### config.mk
export PLATFORM = sky130hd
export DESIGN_NAME = rv_iopmp_cfg_loader
export DESIGN_NICKNAME = d
export VERILOG_FILES = /design/src/rtl/rv_iopmp_cfg_loader.sv
export SDC_FILE = /design/constraint.sdc
export NUM_CORES = 1
export LEC_CHECK = 0
export BUFFER_PORTS_ARGS = -buffer_cell sky130_fd_sc_hd__buf_2
export CORE_MARGIN = 4
export CORE_UTILIZATION = 30
export CTS_BUF_LIST = sky130_fd_sc_hd__clkbuf_8
export DETAILED_ROUTE_END_ITERATION = 16
export GPL_ROUTABILITY_DRIVEN = 1
export PLACE_DENSITY = 0.54
export SLEW_MARGIN = 25
export SYNTH_ARGS = -nofsm -noshare
export SYNTH_HDL_FRONTEND = slang
export SYNTH_SLANG_ARGS = --single-unit
### constraint.sdc
create_clock -name clk_i -period 8.35 [get_ports clk_i]
set_input_delay 0.835 -clock clk_i [delete_from_list [all_inputs] [get_ports clk_i]]
set_output_delay 0.835 -clock clk_i [all_outputs]
set_load 0.01 [all_outputs]
### src/rtl/rv_iopmp_cfg_loader.sv
// rtl/rv_iopmp_cfg_loader.sv - table-driven IOPMP config register programmer (optional readback verify: IOPMP_CFG_LOADER_VERIFY_EN)
package rv_iopmp_cfg_loader_pkg;
  typedef struct packed {
    logic [31:0] addr;
    logic        write;
    logic [31:0] wdata;
    logic [3:0]  wstrb;
    logic        valid;
  } reg_req_t;

  typedef struct packed {
    logic [31:0] rdata;
    logic        error;
    logic        ready;
  } reg_rsp_t;
endpackage

module rv_iopmp_cfg_loader #(
  parameter type         reg_req_t      = rv_iopmp_cfg_loader_pkg::reg_req_t,
  parameter type         reg_rsp_t      = rv_iopmp_cfg_loader_pkg::reg_rsp_t,
  parameter int unsigned MAX_RECORDS    = 64,
  parameter int unsigned TIMEOUT_CYCLES = 256,
  localparam int unsigned NW = $clog2(MAX_RECORDS + 1),
  localparam int unsigned IW = $clog2(MAX_RECORDS),
  localparam int unsigned TW = $clog2(TIMEOUT_CYCLES + 1)
) (
  input  logic          clk_i,
  input  logic          rst_i,
  input  logic          start_i,
  input  logic [NW-1:0] num_records_i,
  output logic [IW-1:0] tbl_idx_o,
  input  logic [31:0]   tbl_addr_i,
  input  logic [31:0]   tbl_data_i,
  input  logic [3:0]    tbl_wstrb_i,
  output reg_req_t      cfg_reg_req_o,
  input  reg_rsp_t      cfg_reg_rsp_i,
  output logic          busy_o,
  output logic          done_o,
  output logic          err_o,
  output logic [1:0]    err_code_o,
  output logic [IW-1:0] err_idx_o
);

  localparam logic [1:0] ERR_BUS      = 2'd1;
  localparam logic [1:0] ERR_TIMEOUT  = 2'd2;
`ifdef IOPMP_CFG_LOADER_VERIFY_EN
  localparam logic [1:0] ERR_READBACK = 2'd3;
`endif

  typedef enum logic [2:0] {
    S_IDLE,
    S_FETCH,
    S_CAPTURE,
    S_WRITE,
`ifdef IOPMP_CFG_LOADER_VERIFY_EN
    S_VERIFY,
`endif
    S_DONE,
    S_ERR
  } state_t;

  state_t        state_q, state_d;
  logic [NW-1:0] num_q;
  logic [IW-1:0] idx_q;
  logic [31:0]   cap_addr_q;
  logic [31:0]   cap_data_q;
  logic [3:0]    cap_strb_q;
  logic [1:0]    err_code_q;
  logic [IW-1:0] err_idx_q;
  logic [TW-1:0] tmo_q;

  logic          accept_start;
  logic          do_capture;
  logic          do_advance;
  logic          set_err;
  logic [1:0]    err_code_d;
  logic          req_valid;
  logic          last_rec;
  logic          tmo_last;
  logic [NW-1:0] num_clamped;

  // Oversized requests are limited to the table depth so the index can never wrap.
  assign num_clamped = (num_records_i > NW'(MAX_RECORDS)) ? NW'(MAX_RECORDS) : num_records_i;
  assign last_rec    = (NW'(idx_q) == (num_q - NW'(1)));
  assign tmo_last    = (tmo_q == TW'(TIMEOUT_CYCLES - 1));

  assign tbl_idx_o   = idx_q;
  assign err_code_o  = err_code_q;
  assign err_idx_o   = err_idx_q;

`ifdef IOPMP_CFG_LOADER_VERIFY_EN
  logic [31:0] strb_mask;
  assign strb_mask = {{8{cap_strb_q[3]}}, {8{cap_strb_q[2]}}, {8{cap_strb_q[1]}}, {8{cap_strb_q[0]}}};
`else
  logic [31:0] unused_rdata;
  assign unused_rdata = cfg_reg_rsp_i.rdata;
`endif

  // State register; reset drops any outstanding request immediately.
  always_ff @(posedge clk_i or posedge rst_i) begin
    if (rst_i) state_q <= S_IDLE;
    else       state_q <= state_d;
  end

  // Next-state, request drive and status decode.
  always_comb begin
    state_d       = state_q;
    cfg_reg_req_o = '0;
    accept_start  = 1'b0;
    do_capture    = 1'b0;
    do_advance    = 1'b0;
    set_err       = 1'b0;
    err_code_d    = 2'd0;
    req_valid     = 1'b0;
    busy_o        = 1'b0;
    done_o        = 1'b0;
    err_o         = 1'b0;
    case (state_q)
      S_IDLE, S_DONE, S_ERR: begin
        done_o = (state_q == S_DONE);
        err_o  = (state_q == S_ERR);
        if (start_i) begin
          accept_start = 1'b1;
          state_d      = (num_clamped == '0) ? S_DONE : S_FETCH;
        end
      end
      S_FETCH: begin
        busy_o  = 1'b1;
        state_d = S_CAPTURE;
      end
      S_CAPTURE: begin
        busy_o     = 1'b1;
        do_capture = 1'b1;
        state_d    = S_WRITE;
      end
      S_WRITE: begin
        busy_o              = 1'b1;
        req_valid           = 1'b1;
        cfg_reg_req_o.valid = 1'b1;
        cfg_reg_req_o.write = 1'b1;
        cfg_reg_req_o.addr  = cap_addr_q;
        cfg_reg_req_o.wdata = cap_data_q;
        cfg_reg_req_o.wstrb = cap_strb_q;
        if (cfg_reg_rsp_i.ready) begin
          if (cfg_reg_rsp_i.error) begin
            set_err    = 1'b1;
            err_code_d = ERR_BUS;
            state_d    = S_ERR;
          end else begin
`ifdef IOPMP_CFG_LOADER_VERIFY_EN
            state_d = S_VERIFY;
`else
            do_advance = 1'b1;
            state_d    = last_rec ? S_DONE : S_FETCH;
`endif
          end
        end else if (tmo_last) begin
          set_err    = 1'b1;
          err_code_d = ERR_TIMEOUT;
          state_d    = S_ERR;
        end
      end
`ifdef IOPMP_CFG_LOADER_VERIFY_EN
      S_VERIFY: begin
        busy_o              = 1'b1;
        req_valid           = 1'b1;
        cfg_reg_req_o.valid = 1'b1;
        cfg_reg_req_o.addr  = cap_addr_q;
        if (cfg_reg_rsp_i.ready) begin
          if (cfg_reg_rsp_i.error) begin
            set_err    = 1'b1;
            err_code_d = ERR_BUS;
            state_d    = S_ERR;
          end else if (((cfg_reg_rsp_i.rdata ^ cap_data_q) & strb_mask) != 32'd0) begin
            set_err    = 1'b1;
            err_code_d = ERR_READBACK;
            state_d    = S_ERR;
          end else begin
            do_advance = 1'b1;
            state_d    = last_rec ? S_DONE : S_FETCH;
          end
        end else if (tmo_last) begin
          set_err    = 1'b1;
          err_code_d = ERR_TIMEOUT;
          state_d    = S_ERR;
        end
      end
`endif
      default: state_d = S_IDLE;
    endcase
  end

  // Run bookkeeping: record count, index, captured record, error status and stall timer.
  always_ff @(posedge clk_i or posedge rst_i) begin
    if (rst_i) begin
      num_q      <= '0;
      idx_q      <= '0;
      cap_addr_q <= '0;
      cap_data_q <= '0;
      cap_strb_q <= '0;
      err_code_q <= '0;
      err_idx_q  <= '0;
      tmo_q      <= '0;
    end else begin
      if (accept_start) begin
        num_q      <= num_clamped;
        idx_q      <= '0;
        err_code_q <= '0;
        err_idx_q  <= '0;
      end else if (do_advance && !last_rec) begin
        idx_q <= idx_q + IW'(1);
      end
      if (do_capture) begin
        cap_addr_q <= tbl_addr_i;
        cap_data_q <= tbl_data_i;
        cap_strb_q <= tbl_wstrb_i;
      end
      if (set_err) begin
        err_code_q <= err_code_d;
        err_idx_q  <= idx_q;
      end
      // Counts consecutive stalled request cycles; any non-stall cycle rearms it.
      if (req_valid && !cfg_reg_rsp_i.ready) tmo_q <= tmo_q + TW'(1);
      else                                   tmo_q <= '0;
    end
  end

endmodule
Yosys cells after proc, flatten, opt, wreduce, memory -nomap -nowiden --
Cells that the tools add are included.
Word-level totals: bits of input ports 112, register bits after elaboration 101, word-level logic and storage cells 67, output and inout bits 87
Operators by class: eq/ne operators 9, add/sub/neg operators 3, reduce and logical (&&, ||, !) cells 11, multiplexer cells 34, order comparisons 1
Operators with widths (count):
- $mux W70 | 1
- $mux W6 | 4
- $mux W3 | 6
- $mux W1 | 15
- $pmux W3 S4 | 1
- $mux W2 | 5
- $add A9 B1 Y9 const B | 1
- $eq A9 B8 Y1 const B | 1
- $mux W9 | 1
- $eq A6 B7 Y1 | 1
- $gt A7 B7 Y1 const B | 1
- $logic_not A7 Y1 | 1
- $mux W7 | 1
- $sub A7 B1 Y7 const B | 1
- $add A6 B1 Y6 const B | 1
- $eq A3 B2 Y1 const B | 2
- $eq A3 B3 Y1 const B | 2
- $reduce_or A3 Y1 | 2
- $reduce_bool A2 Y1 | 2
- $eq A3 B1 Y1 const B | 1
- $logic_not A3 Y1 | 1
- $ne A3 B3 Y1 const B | 1
- $logic_and A1 B1 Y1 | 2
- $logic_not A1 Y1 | 2
- other kinds (2) | 2

Longest topological paths before layout --
Gate-level depths: netlist (run 1).
depth after elaboration 6, mapped depth 9, mapped depth without buffers 9

Worst setup path before layout (run 1) --
Ideal clock, no wire load.
path type reg2out, from reg state_q[2], to out cfg_reg_req_o[59] in the netlist's numbering, arrival time 1368 ps, path slack 6147 ps, cell stages (with the launch flop) 7, path through dfrtp_1 buf_2 nor2b_4 buf_6 clkbuf_1 clkbuf_1 and3_1
RTL lines:
- from (decl) | line 62 | state_t state_q, state_d;
- from (signal assigned) | line 102 | else state_q <= state_d;
- to (decl) | line 35 | output reg_req_t cfg_reg_req_o,

==> flow_summary.yaml, run 1 <==
outcome:
  status: "finished clean"
synthesis:
  yosysSeqAreaShare_pct: 51.2
  synth_ff_type: "dfrtp_1"
  synth_top_cell_area_share_pct: 51.2
  yosys-top-cells-count: "dfrtp_1, and3_1, mux2_2"
  synthAdderAreaFrac_pct: 1.01
  synthSimpleGateAreaFrac_pct: 19.8
  syn-num-nets: 552
  synth.most_common_cell: "dfrtp_1"
  synthArstFlopShare_pct: 100
  synth_cell_type_count: 46
  yosys_register_bits: 101
  synthXorXnorAreaFrac_pct: 2.31
  synth.avg_cell_area_um2: 11.3
  netlist_area_um2: 4930
  synth_mux_area_share_pct: 16.3
  ys_top_cells_by_area: "dfrtp_1, mux2_2, and3_1"
  syn_inst: 436
  yosysTopAreaCell: "dfrtp_1"
  synth_top_family_by_area: "simple AND/OR/NAND/NOR gates"
  synth_edf_count: 0
  yosys_warnings: 0
  synth_compound_area_share_pct: 4.95
global_route:
  grtUsageMet3_pct: 4.66
  grt_use_met1_pct: 17.4
  grt_pass1_wl_mm: 20.7
  first_global_vias: 3987
  gr-usage-all-layers_pct: 14.0
  antenna_found_initial: 0
  grt_max_degree: 82
  grt_overflow: 0
  grtUsageMet2_pct: 23.4
  top_usage_layer: "met2"
power:
  p_leak_nw: 3.17
  vdd_drop_max_mv: 0.161
  power_density_nw_per_um2: 363
  total_power_mw: 2.23
sta:
  fin_skew_ns: 0.0122
  drv_slew: 0
  rsz0062_at_grt: "false"
  slew_headroom_pct: 41.2
  whs_ns: 0.462
  finalCritPeriodShare_pct: 38.7
  finalHoldViolCount: 0
  final.min_clock_period_ns: 3.23
  fmax_mhz: 310
  finalSetupTns_ns: 0
  worst_slew_pin_slew_ns: 0.883
  setup_viol: 0
detailed_routing:
  via_count: 3755
  wl_per_cell_um: 16.1
  drt-total-wl_mm: 12.9
  dr.pass1.iters: 4
  first_iter_violations: 151
  vias_per_cell: 4.66
  route.antenna.remaining_nets: 0
  drc: 0
worst_setup_path:
  worst_ep_arrival_time_ns: 2.39
  end_kind: "primary output"
  critPathMaxStageDelay_ns: 0.61
  crit_type: "reg2out"
  cp_top_family: "simple AND/OR/NAND/NOR gates"
  crit_chain: "nor2b_4 -> buf_4 -> and3_1 -> buf_2"
  required_ns: 7.52
  cpMaxStageDelayCell: "nor2b_4"
  path_buf_inv: 2
  path_max_fanout: 47
  critPathLaunchType: "register"
die:
  die_x_um: 136
  initial_core_util_pct: 30.8
  coreArea_um2: 16000
  rows: 46
  die_y_um: 136
  dieArea_um2: 18600
  io_pins: 199
finish:
  drive_gt1_share_pct: 45.5
  diodes: 0
  syn2layout_area_growth_pct: 24.4
  final_area_um2: 6130
  nets: 700
clock_tree:
  clock-sinks: 101
  cts_hold_buf: 0
  htreeDepth: 3
  cts.root.buffer_cell: "clkbuf_8"
  clk_pin_slew_ns: 0.11
  postCtsResizedCells: 0
  cts_setup_buffers: 0
  cts_made_buffers: 9
  clockBufferDepth: 2
  clk_latency_ns: 0.38
  cts_tree: "built"
placed_design:
  globalplace.congestion: 0.717
  hpwl_mm: 9.00
  placed_cell_area_um2: 5900
  portBuffers: 166
worst_hold_path:
  hold_path_class: "reg2reg"
job:
  cap_violations: 0
==> cell families (layout without fill, tap and decap cells) <==
logic type | after synthesis | after routing
and+or+nand+nor | 168 | 168
buffers and inverters | 44 | 197
DFF | 101 | 101
muxes | 72 | 72
adders and majority gates | 4 | 4
xor gates and xnor gates | 13 | 13
AOI/OAI and AO/OA | 34 | 34
==> power breakdown <==
| part | switching (mW) | internal (mW) |
|---|---|---|
| logic | 0.534 | 0.496 |
| clock network | 0.191 | 0.174 |
| registers | 0.130 | 0.701 |
==> final cells by class <==
| type | instances | area, µm² |
|---|---|---|
| Fill cell | 1633 | 9870 |
| Clock buffer | 9 | 124 |
| Sequential cell | 101 | 2530 |
| Timing Repair Buffer | 171 | 868 |
| Clock inverter | 7 | 108 |
| Inverter | 10 | 40.0 |
| Multi-Input combinational cell | 291 | 2190 |
| Tap cell | 216 | 270 |
==> flip-flops by register name (all words and copies together) (netlist names) <==
| register | flops |
|---|---|
| cap_addr_q | 32 |
| err_code_o | 2 |
| cap_strb_q | 4 |
| tbl_idx_o | 6 |
| tmo_q | 9 |
| state_q | 3 |
| cap_data_q | 32 |
| err_idx_o | 6 |
| num_q | 7 |
==> per-layer routing <==
layer,vias up,wire length (µm)
li1,1815,-
met5,-,0
met3,12,860
met2,100,6430
met4,0,194
met1,1828,5470
==> cell usage in the layout (no fill, tap or decap), drive strengths merged, types with 4 or more instances in the layout <==
cell    count
nand2b      4
nand2      32
inv        12
nor2       18
a21oi       5
buf       171
mux2i       4
dfrtp     101
o21ai      14
mux2       68
nor2b       5
and3       74
nand3       8
nor3        4
nand3b      7
nand4       4
clkbuf      9
xnor2       8
ha          4
xor2        5
==> path summary, 6_finish.rpt <==
path	cells after the start	end	slack (ns)	startpoint
hold / removal	1	tmo_q[0]$_DFF_PP0_	0.46	tmo_q[0]$_DFF_PP0_
hold reg to reg	1	tmo_q[0]$_DFF_PP0_	0.46	tmo_q[0]$_DFF_PP0_
min in group asynchronous	2	cap_addr_q[12]$_DFFE_PP0N_	0.52	rst_i
setup / recovery	4	cfg_reg_req_o[23]	5.12	state_q[0]$_DFFE_PP0P_
max in group asynchronous	3	cap_data_q[24]$_DFFE_PP0N_	6.67	rst_i
setup reg to reg	4	cap_addr_q[12]$_DFFE_PP0N_	5.88	state_q[1]$_DFFE_PP0P_
==> per-stage QoR <==
stage / utilization (%) / setup slack [ns] / cells
final: 38.3 / 5.12 / 805
after global routing: 38.3 / 4.93 / 805
after CTS: 38.3 / 5.09 / 805
after detailed placement: 36.9 / 5.55 / 789
after global placement: 36.9 / 5.64 / 789
after floorplan: - / 4.87 / 436
No activity file was read; power rests on OpenSTA's default activity.
==> run 2: changes to the inputs <==
==> constraint.sdc (replaced) <==
create_clock -name clk_i -period 3.4 [get_ports clk_i]
set_input_delay 0.34 -clock clk_i [delete_from_list [all_inputs] [get_ports clk_i]]
set_output_delay 0.34 -clock clk_i [all_outputs]
set_load 0.01 [all_outputs]
==> run 2 against run 1 <==
  * Global-route usage fell by 0.24 points
  * Clock skew rose by 0.0015 ns
  * Combinational power rose by 140%
  * Utilization barely moved
  * First-iteration DRC count fell by 1.3%
  * Hold slack got worse by 0.33 ns
  * Via count rose by 2.6%
  * Clock-buffer cell count rose by 1
  * Critical path type unchanged
  * Clock power rose by 120%
  * Register-to-register slack got worse by 4.7 ns
  * Largest cell class unchanged
==> flow_summary.yaml, run 2 (synthesis results as in run 1) <==
power:
  vdd_drop_max_mv: 0.348
  power_density_nw_per_um2: 879
  p_leak_nw: 3.17
  total_power_mw: 5.39
sta:
  slew_headroom_pct: 45.1
  fmax_mhz: 418
  drv_slew: 0
  worst_slew_pin_slew_ns: 0.823
  final.min_clock_period_ns: 2.39
  fin_skew_ns: 0.0137
  finalSetupTns_ns: 0
  setup_viol: 0
  finalHoldViolCount: 0
  finalCritPeriodShare_pct: 70.4
  worst_slack_ns: 1.01
  rsz0062_at_grt: "false"
die:
  die_x_um: 136
  io_pins: 199
  initial_core_util_pct: 30.8
  rows: 46
  die_y_um: 136
  coreArea_um2: 16000
  dieArea_um2: 18600
clock_tree:
  postCtsResizedCells: 0
  clockBufferDepth: 2
  cts.root.buffer_cell: "clkbuf_8"
  cts_hold_buf: 0
  cts_tree: "built"
  htreeDepth: 3
  cts_setup_buffers: 0
  cts_made_buffers: 9
  clock-sinks: 101
  clk_latency_ns: 0.38
  clk_pin_slew_ns: 0.11
worst_setup_path:
  worst_ep_arrival_time_ns: 2.05
  cpMaxStageDelayCell: "dfrtp_1"
  path_max_fanout: 72
  end_kind: "primary output"
  crit_type: "reg2out"
  crit_chain: "nor2b_4 -> buf_4 -> and3_1 -> buf_2"
  critPathLaunchType: "register"
  r2r_cells: 8
  required_ns: 3.06
  critPathMaxStageDelay_ns: 0.53
finish:
  syn2layout_area_growth_pct: 24.3
  layout_commonest_cell: "buf_2"
  fillers: 1637
  final_cell_count_no_fill: 806
  diodes: 0
  final_cell_mix: "buf_2, dfrtp_1, and3_1"
  reg.largest.list: "cap_addr_q (32), cap_data_q (32), tmo_q (9)"
  drive_gt1_share_pct: 45.6
  nets: 701
global_route:
  grt_pass1_wl_mm: 20.5
  grt_overflow: 0
  antenna_found_initial: 0
  gr-usage-all-layers_pct: 13.8
  grt_max_degree: 73
  first_global_vias: 4148
job:
  cap_violations: 0
placed_design:
  portBuffers: 166
  place_ws_ns: 1.21
  globalplace.congestion: 0.717
  hpwl_mm: 9.20
  dp.cells: 790
detailed_routing:
  dr.pass1.iters: 4
  vias_per_cell: 4.78
  via_count: 3852
  drc: 0
  route.antenna.remaining_nets: 0
  first_iter_violations: 149
  wl_per_cell_um: 16.0
  drt-total-wl_mm: 12.9
worst_hold_path:
  hold_path_class: "in2async"
outcome:
  status: "finished clean"
-- run 2: cell count changes in the layout (fill, tap and decap cells not counted) --
cell	change
bufinv_16	-1
clkinv_4	-1
inv_6	+2
inv_8	-2
clkinv_2	+1
clkbuf_8	+1
buf_12	+1
-- run 2: through the flow --
| step | util (%) | instance area [µm²] | hold WS [ns] |
|---|---|---|---|
| global placement | 37.0 | 5920 | 0.442 |
| finish | 38.3 | 6130 | 0.133 |
| detailed placement | 37.0 | 5920 | 0.456 |
| floorplan | - | 4930 | 0.425 |
| global route | 38.3 | 6130 | 0.155 |
| CTS | 38.3 | 6130 | 0.136 |
-- run 2: routing by layer --
metal,vias up,track usage [%],wire length [µm]
li1,1816,-,-
met1,1887,16.5,5230
met2,118,22.6,6390
met3,31,4.26,795
met4,0,6.61,439
met5,-,0,0
-- run 2: power by group --
part	switching [mW]	leakage, nW	internal [mW]
sequential	0.370	1.24	1.72
clock	0.442	0.103	0.366
combinational	1.26	1.82	1.23
-- run 2: path summary, 6_finish.rpt --
kind / start / endpoint / slack (ns)
hold reg to reg: tmo_q[0]$_DFF_PP0_ / tmo_q[0]$_DFF_PP0_ / 0.47
max in group asynchronous: rst_i / cap_data_q[25]$_DFFE_PP0N_ / 2.44
setup reg to reg: num_q[0]$_DFFE_PP0P_ / tbl_idx_o[4]$_DFFE_PP0P_ / 1.21
hold / removal: rst_i / cap_addr_q[20]$_DFFE_PP0N_ / 0.13
min in group clk_i: tbl_data_i[14] / cap_data_q[14]$_DFFE_PP0N_ / 0.18
setup / recovery: state_q[0]$_DFFE_PP0P_ / cfg_reg_req_o[52] / 1.01
-- run 2: cell type report --
class / instances / area, µm² / area share, %
Timing Repair Buffer: 172 / 888 / 14.5
Clock inverter: 6 / 68.8 / 1.12
Sequential cell: 101 / 2530 / 41.3
Multi-Input combinational cell: 291 / 2190 / 35.8
Inverter: 10 / 40.0 / 0.653
Tap cell: 216 / 270 / 4.41
Clock buffer: 10 / 138 / 2.25
-- run 2: critical path: cells and delay by family, from the launching register on --
| kind | cells | cell delay, ns |
|---|---|---|
| flip-flops | 1 | 0.53 |
| buffers and inverters | 2 | 0.64 |
| AND/OR/NAND/NOR | 2 | 0.47 |
==> run 3: changes to the inputs <==
--- a/config.mk
+++ b/config.mk
@@ -11,7 +11,7 @@
 export CTS_BUF_LIST = sky130_fd_sc_hd__clkbuf_8
 export DETAILED_ROUTE_END_ITERATION = 16
 export GPL_ROUTABILITY_DRIVEN = 1
-export PLACE_DENSITY = 0.54
+export PLACE_DENSITY = 0.56
 export SLEW_MARGIN = 25
 export SYNTH_ARGS = -nofsm -noshare
 export SYNTH_HDL_FRONTEND = slang
==> constraint.sdc (replaced) <==
create_clock -name clk_i -period 2.1 [get_ports clk_i]
set_input_delay 0.21 -clock clk_i [delete_from_list [all_inputs] [get_ports clk_i]]
set_output_delay 0.21 -clock clk_i [all_outputs]
set_load 0.01 [all_outputs]
==> run 3 against run 2 <==
  * Sequential cell count is the same
  * Design area is 2.0% higher
  * Clock skew fell by 0.0025 ns
  * Combinational power rose by 71%
  * Utilization is 0.75 points higher
  * Highest routed layer unchanged
==> flow_summary.yaml, run 3 (synthesis results as in run 1) <==
outcome:
  status: "finished clean"
global_route:
  gr-usage-all-layers_pct: 13.9
  grt_max_degree: 67
  first_global_vias: 4065
  grt_overflow: 0
  grt_pass1_wl_mm: 20.6
  antenna_found_initial: 0
worst_setup_path:
  end_kind: "register"
  critPathMaxStageDelay_ns: 0.40
  crit_start: "num_q[1]$_DFFE_PP0P_"
  required_ns: 2.41
  critPathLaunchType: "register"
  timing.rr.start: "num_q[1]$_DFFE_PP0P_"
  crit_type: "reg2reg"
  worst_ep_arrival_time_ns: 2.30
  path_max_fanout: 7
  cpMaxStageDelayCell: "dfrtp_1"
  crit_chain: "inv_1 -> ha_2 -> and4bb_2 -> o211ai_1 -> a311oi_2 -> buf_4 -> o22ai_2 -> a21o_1 -> a21oi_2"
detailed_routing:
  first_iter_violations: 221
  via_count: 3908
  route.antenna.remaining_nets: 0
  drc: 0
  vias_per_cell: 4.80
  dr.pass1.iters: 4
  drt-total-wl_mm: 12.9
  wl_per_cell_um: 15.8
clock_tree:
  cts_hold_buf: 0
  clk_latency_ns: 0.38
  cts_made_buffers: 9
  cts.root.buffer_cell: "clkbuf_8"
  cts_tree: "built"
  clockBufferDepth: 2
  clk_pin_slew_ns: 0.11
  clock-sinks: 101
  htreeDepth: 3
die:
  die_x_um: 136
  dieArea_um2: 18600
  rows: 46
  die_y_um: 136
  io_pins: 199
  coreArea_um2: 16000
  initial_core_util_pct: 30.8
sta:
  fmax_mhz: 503
  finalCritPeriodShare_pct: 94.7
  fin_skew_ns: 0.0113
  setup_viol: 0
  finalSetupTns_ns: 0
  final.min_clock_period_ns: 1.99
  slew_headroom_pct: 55.1
  worst_slew_pin_slew_ns: 0.674
  drv_slew: 0
  finalHoldViolCount: 0
placed_design:
  hpwl_mm: 9.04
  portBuffers: 166
  dp.cells: 796
  globalplace.congestion: 0.746
finish:
  reg.largest.list: "cap_addr_q (32), cap_data_q (32), tmo_q (9)"
  final_cell_mix: "buf_2, dfrtp_1, and3_1"
  diodes: 0
  final_cell_count_no_fill: 814
  nets: 709
  syn2layout_area_growth_pct: 26.7
  layout_commonest_cell: "buf_2"
  drive_gt1_share_pct: 47.2
worst_hold_path:
  hold_path_class: "in2async"
job:
  cap_violations: 0
power:
  p_leak_nw: 3.22
  power_density_nw_per_um2: 1430
  vdd_drop_max_mv: 0.604
==> run 3: cell count changes in the layout (fill, tap and decap cells not counted), sizes merged <==
| cell | change |
|---|---|
| clkinv | -1 |
| o22ai | +1 |
| inv | +2 |
| buf | +7 |
| clkbuf | -1 |
==> run 3: per-layer routing <==
metal	vias to the layer above	routed length (µm)	GRT usage, %
met4	0	369	6.72
met2	117	6300	22.5
li1	1846	-	-
met3	27	778	3.44
met5	-	0	0
met1	1918	5400	17.3
==> run 3: layout make-up <==
| class | count | area [µm²] |
|---|---|---|
| fillers | 1642 | 9750 |
| repair buffers | 179 | 956 |
| clock buffers | 9 | 124 |
| flip-flops and latches | 101 | 2530 |
| clock inverters | 7 | 85.1 |
| inverters | 10 | 41.3 |
| well taps | 216 | 270 |
| multi-input cells | 292 | 2240 |
==> run 3: critical path, delay by kind of cell (launching register included) <==
family | cells | cell delay [ns]
buffers and inverters | 2 | 0.26
AOI/OAI and AO/OA | 5 | 0.75
and+or+nand+nor | 1 | 0.24
DFF | 1 | 0.40
adders and majority gates | 1 | 0.25
==> run 3: worst paths after layout <==
path | slack, ns | endpoint | depth (start not counted)
max in group asynchronous | 1.56 | state_q[1]$_DFFE_PP0P_ | 3
worst min register to register | 0.46 | tmo_q[0]$_DFF_PP0_ | 1
worst max-delay path | 0.11 | tbl_idx_o[3]$_DFFE_PP0P_ | 9
min in group clk_i | 0.04 | cap_data_q[23]$_DFFE_PP0N_ | 2
worst min-delay path | 0.02 | cap_addr_q[27]$_DFFE_PP0N_ | 3
worst max register to register | 0.11 | tbl_idx_o[3]$_DFFE_PP0P_ | 9
==> run 3: what timing repair did <==
item                                    CTS  global route
endpoints found under the setup margin   79            63
buffers inserted                          0             1
cloned                                    0             1
resized for setup                         3            12
pin swaps                                 1             3
==> run 3: stage by stage <==
| step | utilization [%] | area (µm²) | worst slack (ns) | hold WS (ns) | power [mW] |
|---|---|---|---|---|---|
| 5_1_grt | 39.1 | 6250 | -0.0239 | 0.0127 | 9.64 |
| 6_report | 39.1 | 6250 | 0.111 | 0.0208 | 8.94 |
| 3_5_place_dp | 37.3 | 5970 | -0.0180 | 0.446 | 7.56 |
| 3_3_place_gp | 37.3 | 5970 | 0.0478 | 0.440 | 7.45 |
| 2_1_floorplan | - | 4940 | 0.162 | 0.315 | 6.23 |
| 4_1_cts | 38.7 | 6190 | 0.00404 | 0.00753 | 8.98 |
==> run 3: report_power, final <==
group	internal (mW)	switching [mW]
sequential	2.79	0.528
clock	0.579	0.772
combinational	2.11	2.15
total	5.49	3.45
